File: config.mk
export PLATFORM = sky130hd
export DESIGN_NAME = reg_file
export DESIGN_NICKNAME = d
export VERILOG_FILES = /design/src/rtl/riscv_pkg.sv /design/src/rtl/reg_file.sv
export SDC_FILE = /design/constraint.sdc
export NUM_CORES = 2
export LEC_CHECK = 0
export ABC_CLOCK_PERIOD_IN_PS = 2300
export BUFFER_PORTS_ARGS = -buffer_cell sky130_fd_sc_hd__clkbuf_2
export CORE_ASPECT_RATIO = 0.8
export CORE_MARGIN = 2
export CORE_UTILIZATION = 25
export CTS_CLUSTER_DIAMETER = 120
export DETAILED_ROUTE_END_ITERATION = 6
export GPL_ROUTABILITY_DRIVEN = 1
export MAX_ROUTING_LAYER = met4
export PLACE_DENSITY = 0.38
export SETUP_SLACK_MARGIN = 0.5
export SYNTH_ARGS = -nofsm -noshare
export SYNTH_HDL_FRONTEND = slang
export SYNTH_SLANG_ARGS = --single-unit
File: constraint.sdc
create_clock -name clk -period 2.3 [get_ports clk]
set_input_delay 0.345 -clock clk [delete_from_list [all_inputs] [get_ports clk]]
set_output_delay 0.345 -clock clk [all_outputs]
set_load 0.1 [all_outputs]
File: src/rtl/riscv_pkg.sv
// riscv_pkg: shared RV32I widths and types for the register file, ALU and decoder.
`default_nettype none

package riscv_pkg;
  localparam int XLEN       = 32;
  localparam int NUM_REGS   = 32;
  localparam int REG_ADDR_W = $clog2(NUM_REGS);

  typedef logic [XLEN-1:0]       xlen_t;
  typedef logic [REG_ADDR_W-1:0] reg_addr_t;
endpackage

`default_nettype wire

File: src/rtl/reg_file.sv
// reg_file: 2R1W integer register file with optional write-to-read bypass,
// a never-bypassed debug read port and a committed-write counter. Rev 1.0
`default_nettype none

module reg_file #(
  parameter int XLEN     = riscv_pkg::XLEN,
  parameter int NUM_REGS = riscv_pkg::NUM_REGS,
  parameter int BYPASS   = 1
) (
  input  logic                        clk,
  input  logic                        reset_n,
  input  logic [$clog2(NUM_REGS)-1:0] A1,
  input  logic [$clog2(NUM_REGS)-1:0] A2,
  input  logic [$clog2(NUM_REGS)-1:0] A3,
  input  logic [XLEN-1:0]             WD3,
  input  logic                        WE3,
  output logic [XLEN-1:0]             RD1,
  output logic [XLEN-1:0]             RD2,
  input  logic [$clog2(NUM_REGS)-1:0] DbgAddr,
  output logic [XLEN-1:0]             DbgData,
  output logic [31:0]                 WriteCount
);
  import riscv_pkg::*;

  localparam int AW = $clog2(NUM_REGS);

  logic [XLEN-1:0] regs [NUM_REGS];
  logic [31:0]     write_count;
  logic            wr_en;

  function automatic logic in_range(input logic [AW-1:0] a);
    return int'(a) < NUM_REGS;
  endfunction

  // x0 and out-of-range addresses read as zero; bypass only when enabled.
  function automatic logic [XLEN-1:0] read_port(
    input logic [AW-1:0]   a,
    input logic [XLEN-1:0] stored,
    input logic            we,
    input logic [AW-1:0]   wa,
    input logic [XLEN-1:0] wd
  );
    logic [XLEN-1:0] val;
    val = '0;
    if (a != '0 && in_range(a)) begin
      if (BYPASS != 0 && we && a == wa) val = wd;
      else                              val = stored;
    end
    return val;
  endfunction

  assign wr_en = reset_n && WE3 && (A3 != '0) && in_range(A3);

  always_ff @(posedge clk or negedge reset_n) begin
    if (!reset_n) begin
      for (int i = 0; i < NUM_REGS; i++) regs[i] <= '0;
      write_count <= '0;
    end else if (wr_en) begin
      regs[A3]    <= WD3;
      write_count <= write_count + 32'd1;
    end
  end

  always_comb begin
    RD1     = read_port(A1, regs[A1], wr_en, A3, WD3);
    RD2     = read_port(A2, regs[A2], wr_en, A3, WD3);
    DbgData = (DbgAddr != '0 && in_range(DbgAddr)) ? regs[DbgAddr] : '0;
  end

  assign WriteCount = write_count;

  a_we3_known: assert property (@(posedge clk) disable iff (!reset_n) !$isunknown(WE3));
  a_x0_zero:   assert property (@(posedge clk) regs[0] == '0);
  a_wc_step:   assert property (@(posedge clk) disable iff (!reset_n)
                 (write_count == $past(write_count)) ||
                 (write_count == $past(write_count) + 32'd1) ||
                 (write_count == 32'd0));

endmodule

`default_nettype wire

* After elaboration in Yosys (flattened, before gate mapping)
Index checks and enable logic that the tools add are counted.
** Word-level totals
- Flip-flop bits (word level) :: 1056
- Logic and storage cells :: 71
** Operators by class
- Add/subtract/negate cells :: 1
- Order comparisons :: 5
- Equal/unequal tests :: 2
- Multiplexer cells :: 17
- Bitwise gates (word level) :: 4
- Reductions and logical operators :: 9
** Operator list (count)
- 1024-bit bitwise mux :: 1
- 32-bit binary-select mux with 5-bit select :: 3
- 32-bit 2-to-1 mux :: 12
- 32-bit demux with 5-bit select :: 1
- 32-bit by 1-bit adder with 32-bit output (second input constant) :: 1
- 6-bit greater-or-equal comparator (second input constant) :: 4
- 5-bit inverter with 6-bit output :: 4
- 5-bit nonzero test :: 4
- 5-bit equality test :: 2
- 6-bit by 1-bit less-than comparator with 1-bit output (second input constant) :: 1
- 1-bit logical AND :: 5

* Depth between registers and ports, before layout
- Depth after elaboration :: 6
- Gate-level depth with buffers :: 10

* Worst setup path before layout
Ideal clock, no wire load.
- Path kind :: input port to output port
- Start point :: input DbgAddr[1]
- End point :: output DbgData[15]
- Arrival time :: 3.711 ns
- Setup slack :: -1.756 ns
- Stages on the path :: 7
- Path buffers :: 3
- Path through :: clkbuf_1 > clkbuf_1 > clkbuf_1 > mux4_2 > mux4_2 > inv_1 > o21ai_0
** On the way
- Word-level cells in the longest chain between the ends :: 5
- Elaborated cells between the ends (all ways) :: 6
** Ends and longest elaborated chain
- from (decl) :: line reg_file.sv:19 : input logic [$clog2(NUM_REGS)-1:0] DbgAddr,
- 5-bit inverter with 6-bit output (implied by the code) :: line reg_file.sv:67 : DbgData = (DbgAddr != '0 && in_range(DbgAddr)) ? regs[DbgAddr] : '0;
- 32-bit binary-select mux with 5-bit select :: line reg_file.sv:67
- 32-bit 2-to-1 mux (implied by the code) (2 in series) :: line reg_file.sv:67
- 32-bit 2-to-1 mux * :: line reg_file.sv:67
- to (decl) :: line reg_file.sv:20 : output logic [XLEN-1:0] DbgData,
Every way passes the cells marked *; elsewhere a longest branch is shown, timed or not. The select of a mux whose other input is x is not followed.

* Worst setup path after layout
- Start point :: register regs[590] (netlist bit)
- End point :: output RD1[14]
** On the way
- Word-level cells in the longest chain between the ends :: 5
** Ends and longest elaborated chain
- from (decl) :: line reg_file.sv:27 : logic [XLEN-1:0] regs [NUM_REGS];
- from (signal, indexed assignment) :: line reg_file.sv:59 : regs[A3] <= WD3;
- 32-bit binary-select mux with 5-bit select :: line reg_file.sv:65 : RD1 = read_port(A1, regs[A1], wr_en, A3, WD3);
- 32-bit 2-to-1 mux (implied by the code) (2 in series) :: line reg_file.sv:65
- 32-bit 2-to-1 mux :: line reg_file.sv:46 : if (BYPASS != 0 && we && a == wa) val = wd;
- 32-bit 2-to-1 mux :: line reg_file.sv:45 : if (a != '0 && in_range(a)) begin
- to (decl) :: line reg_file.sv:17 : output logic [XLEN-1:0] RD1,
No other way between the ends. The select of a mux whose other input is x is not followed.

==> impl_metrics.ini <==
[clock_network]
clk_pin_slew_ps = 60
numCtsBuffers = 143
clk-insertion-delay-late_ps = 780
htree_levels = 4
cts_max_path_buffers = 4
cts_root_buf = clkbuf_16
cts_hold_buf = 5
cts.sink_count = 1056
tritoncts = built

[synthesis]
synthArstFlopShare = 1.00
synth.distinct_cells = 55
avgSynthCellArea_sq_um = 14.9
synth_ff_type = dfrtp_1
ys_seq_elements = 1056
synth_nets = 4357
synth.yosys.warnings = 0
synthCells = 4301
synth_edf_count = 0
ys_seq_area_frac = 0.412
syn_area_sq_um = 64100

[route]
wire_per_inst_microns = 36.4
num_vias = 46500
drc = 0
wl_microns = 307000
dr.first_iter.drc_count = 4105
antenna_left = 0
drtPass1Iterations = 7
drt-vias-per-instance = 5.52

[timing]
final.min_clock_period_ps = 3280
whs_ps = -174
setup_violations = 96
maxSlewViolCount = 0
setup_slack_ps = -982
tns_ps = -70620
finalHoldViolCount = 88
rsz0062_at_grt = true
worst_slew_pin_slew_ps = 1140
clock.fmax_mhz = 305
relSlewSlack = 0.240
fin_skew_ps = 6.47
post-route-period-util = 1.43

[run_status]
violations = negative hold slack, negative setup slack
status = complete, but fails checks

[final_layout]
fin_nets = 5038
syn_to_final_growth_pct = 34.4
final_cells = 8438
layout-drive-gt1-share = 0.677

[power]
p_leak_nw = 36.3
switching_share = 0.319
power.density_nw_per_um2 = 738
netSwitchingPower_mw = 20.2
seq_power_share = 0.367
combPwrFrac = 0.280
ir_drop_mv = 0.700
clkPwrFrac = 0.353
p_int_mw = 43.3

[setup_path]
ff2ff_path_depth = 7
timing.rr.end = WriteCount[29]
r2r_slack_ps = 560
timing.rr.start = WriteCount[11]
start_kind = flop
cp_max_fo = 2
critical_path_required_ps = 1960
worstSetupPathType = reg -> out
end_kind = primary output
arrival_ps = 2940

[die]
rows = 166
dieHeight_microns = 457
fp.coreArea_sq_um = 255000
start_util = 0.251
die_w_microns = 570
die-area_sq_um = 260000
top_level_ports = 183

[place]
dpl.hpwl_microns = 207000
pre_cts_slack_ps = -865
dp.cells = 8101
place_congestion = 0.839
portBuffers = 182

[run]
drv_cap = 0

[global_routing]
grt_first_pass_wirelength_microns = 424000
grt_overflow = 0
grt_pass1_vias = 47500
antenna_found_initial = 12
grt_max_degree = 158
grtUsageTotal = 0.241

[hold_path]
hold_class = in -> async
==> power groups by stage <==
stage / registers (mW) / clock network (mW) / logic (mW)
after CTS: 23.2 / 23.1 / 17.7
after global routing: 23.6 / 23.8 / 18.6
after detailed placement: 23.5 / 0 / 16.9
final: 23.3 / 22.5 / 17.8
after floorplan: 23.1 / 0 / 10.5
after global placement: 23.5 / 0 / 16.8
==> cells in the final DEF, fill, tap and decap left out, types with 28 or more instances in the layout <==
master	count
a32o_4	32
a221oi_2	29
xnor2_1	32
nand2_2	30
clkbuf_1	34
mux4_2	778
a22oi_1	43
nand2_1	113
dfrtp_1	1028
o21ai_4	32
clkbuf_8	28
clkbuf_2	39
inv_2	32
mux2i_1	141
mux2_2	996
a22oi_2	40
clkbuf_16	181
buf_6	68
a21oi_1	37
buf_12	340
buf_4	554
==> what timing repair did <==
item | CTS | global route
gates resized for setup | 276 | 76
pin swaps | 102 | 58
gates cloned | 3 | 1
endpoints found under the setup margin | 133 | 139
hold endpoints to repair | 122 | 88
setup buffers | 50 | 37
==> per-layer routing <==
layer,share of wire,track usage
met3,0.051,0.0349
met4,0.026,0.0580
met1,0.47,0.346
met5,0,-
met2,0.45,0.357
==> how the worst max path moves through the flow <==
stage,from,end,slack (ps),cells after the start
final,regs[590],RD1[14],-980,7
after global routing,regs[590],RD1[14],-1020,7
after CTS,regs[669],RD1[29],-1000,5
after detailed placement,A1[0],RD1[31],-870,8
after global placement,A1[0],RD1[31],-880,8
after floorplan,A1[0],RD1[1],-360,10
==> state kept, by name, indices dropped and copies added, names as in the netlist <==
name        count
WriteCount     32
regs         1024
==> cell usage after synthesis, types with 8 or more instances <==
cell type  number  area (sq um)
buf_6          16           180
a22oi_1        83           623
mux4_2        778         17500
nor2_1         45           169
o22ai_1        18           113
xnor2_1        35           307
a221oi_1       37           324
nand3_1        30           150
nand2_1       150           563
nand4_1         8          50.1
dfrtp_1      1056         26400
buf_2         147           736
mux2_2        996         11200
clkbuf_1      251           942
a221o_1        32           320
a32o_1         32           320
o21ai_0        71           355
a211oi_1       31           233
buf_1          76           285
nor2b_1        18           113
nor3_1          8          40.0
o221ai_1       26           228
inv_1          35           131
mux2i_1       153          1530
and3_1         23           144
buf_4          22           165
a21oi_1        55           275
==> metrics by stage <==
step	util	cell area [sq um]	power, mW	hold WS (ps)
floorplan	-	66600	33.6	49.4
global placement	0.310	79000	40.3	395
detailed placement	0.310	79000	40.4	402
CTS	0.335	85500	63.9	-155
global route	0.337	86100	66.0	-132
finish	0.337	86100	63.5	-174
==> cell type report <==
cell class	count	area, sq um
Antenna cell	6	15.0
Clock buffer	210	4220
Clock inverter	25	300
Fill cell	24500	169000
Inverter	36	139
Multi-Input combinational cell	2694	37700
Sequential cell	1056	26500
Tap cell	3360	4200
Timing Repair Buffer	1051	13000
==> worst max-delay path, stage by stage (launching register included) <==
cell and delay, ps:
dfrtp_1 400, mux4_2 470, nor2b_4 150, a211oi_4 290, buf_4 180, a211oi_2 40, a221o_4 390, buf_12 180
==> logic make-up after synthesis <==
group                    after synthesis  synth area share
flip-flops                          1056             0.412
buffers and inverters                551            0.0388
AND/OR/NAND/NOR                      308            0.0222
multiplexers                        1933             0.474
AO/OA/AOI/OAI                        411            0.0472
XOR/XNOR                              41           0.00560
adder cells (fa/ha/maj)                1          0.000195
No activity file was read; power rests on OpenSTA's default activity.
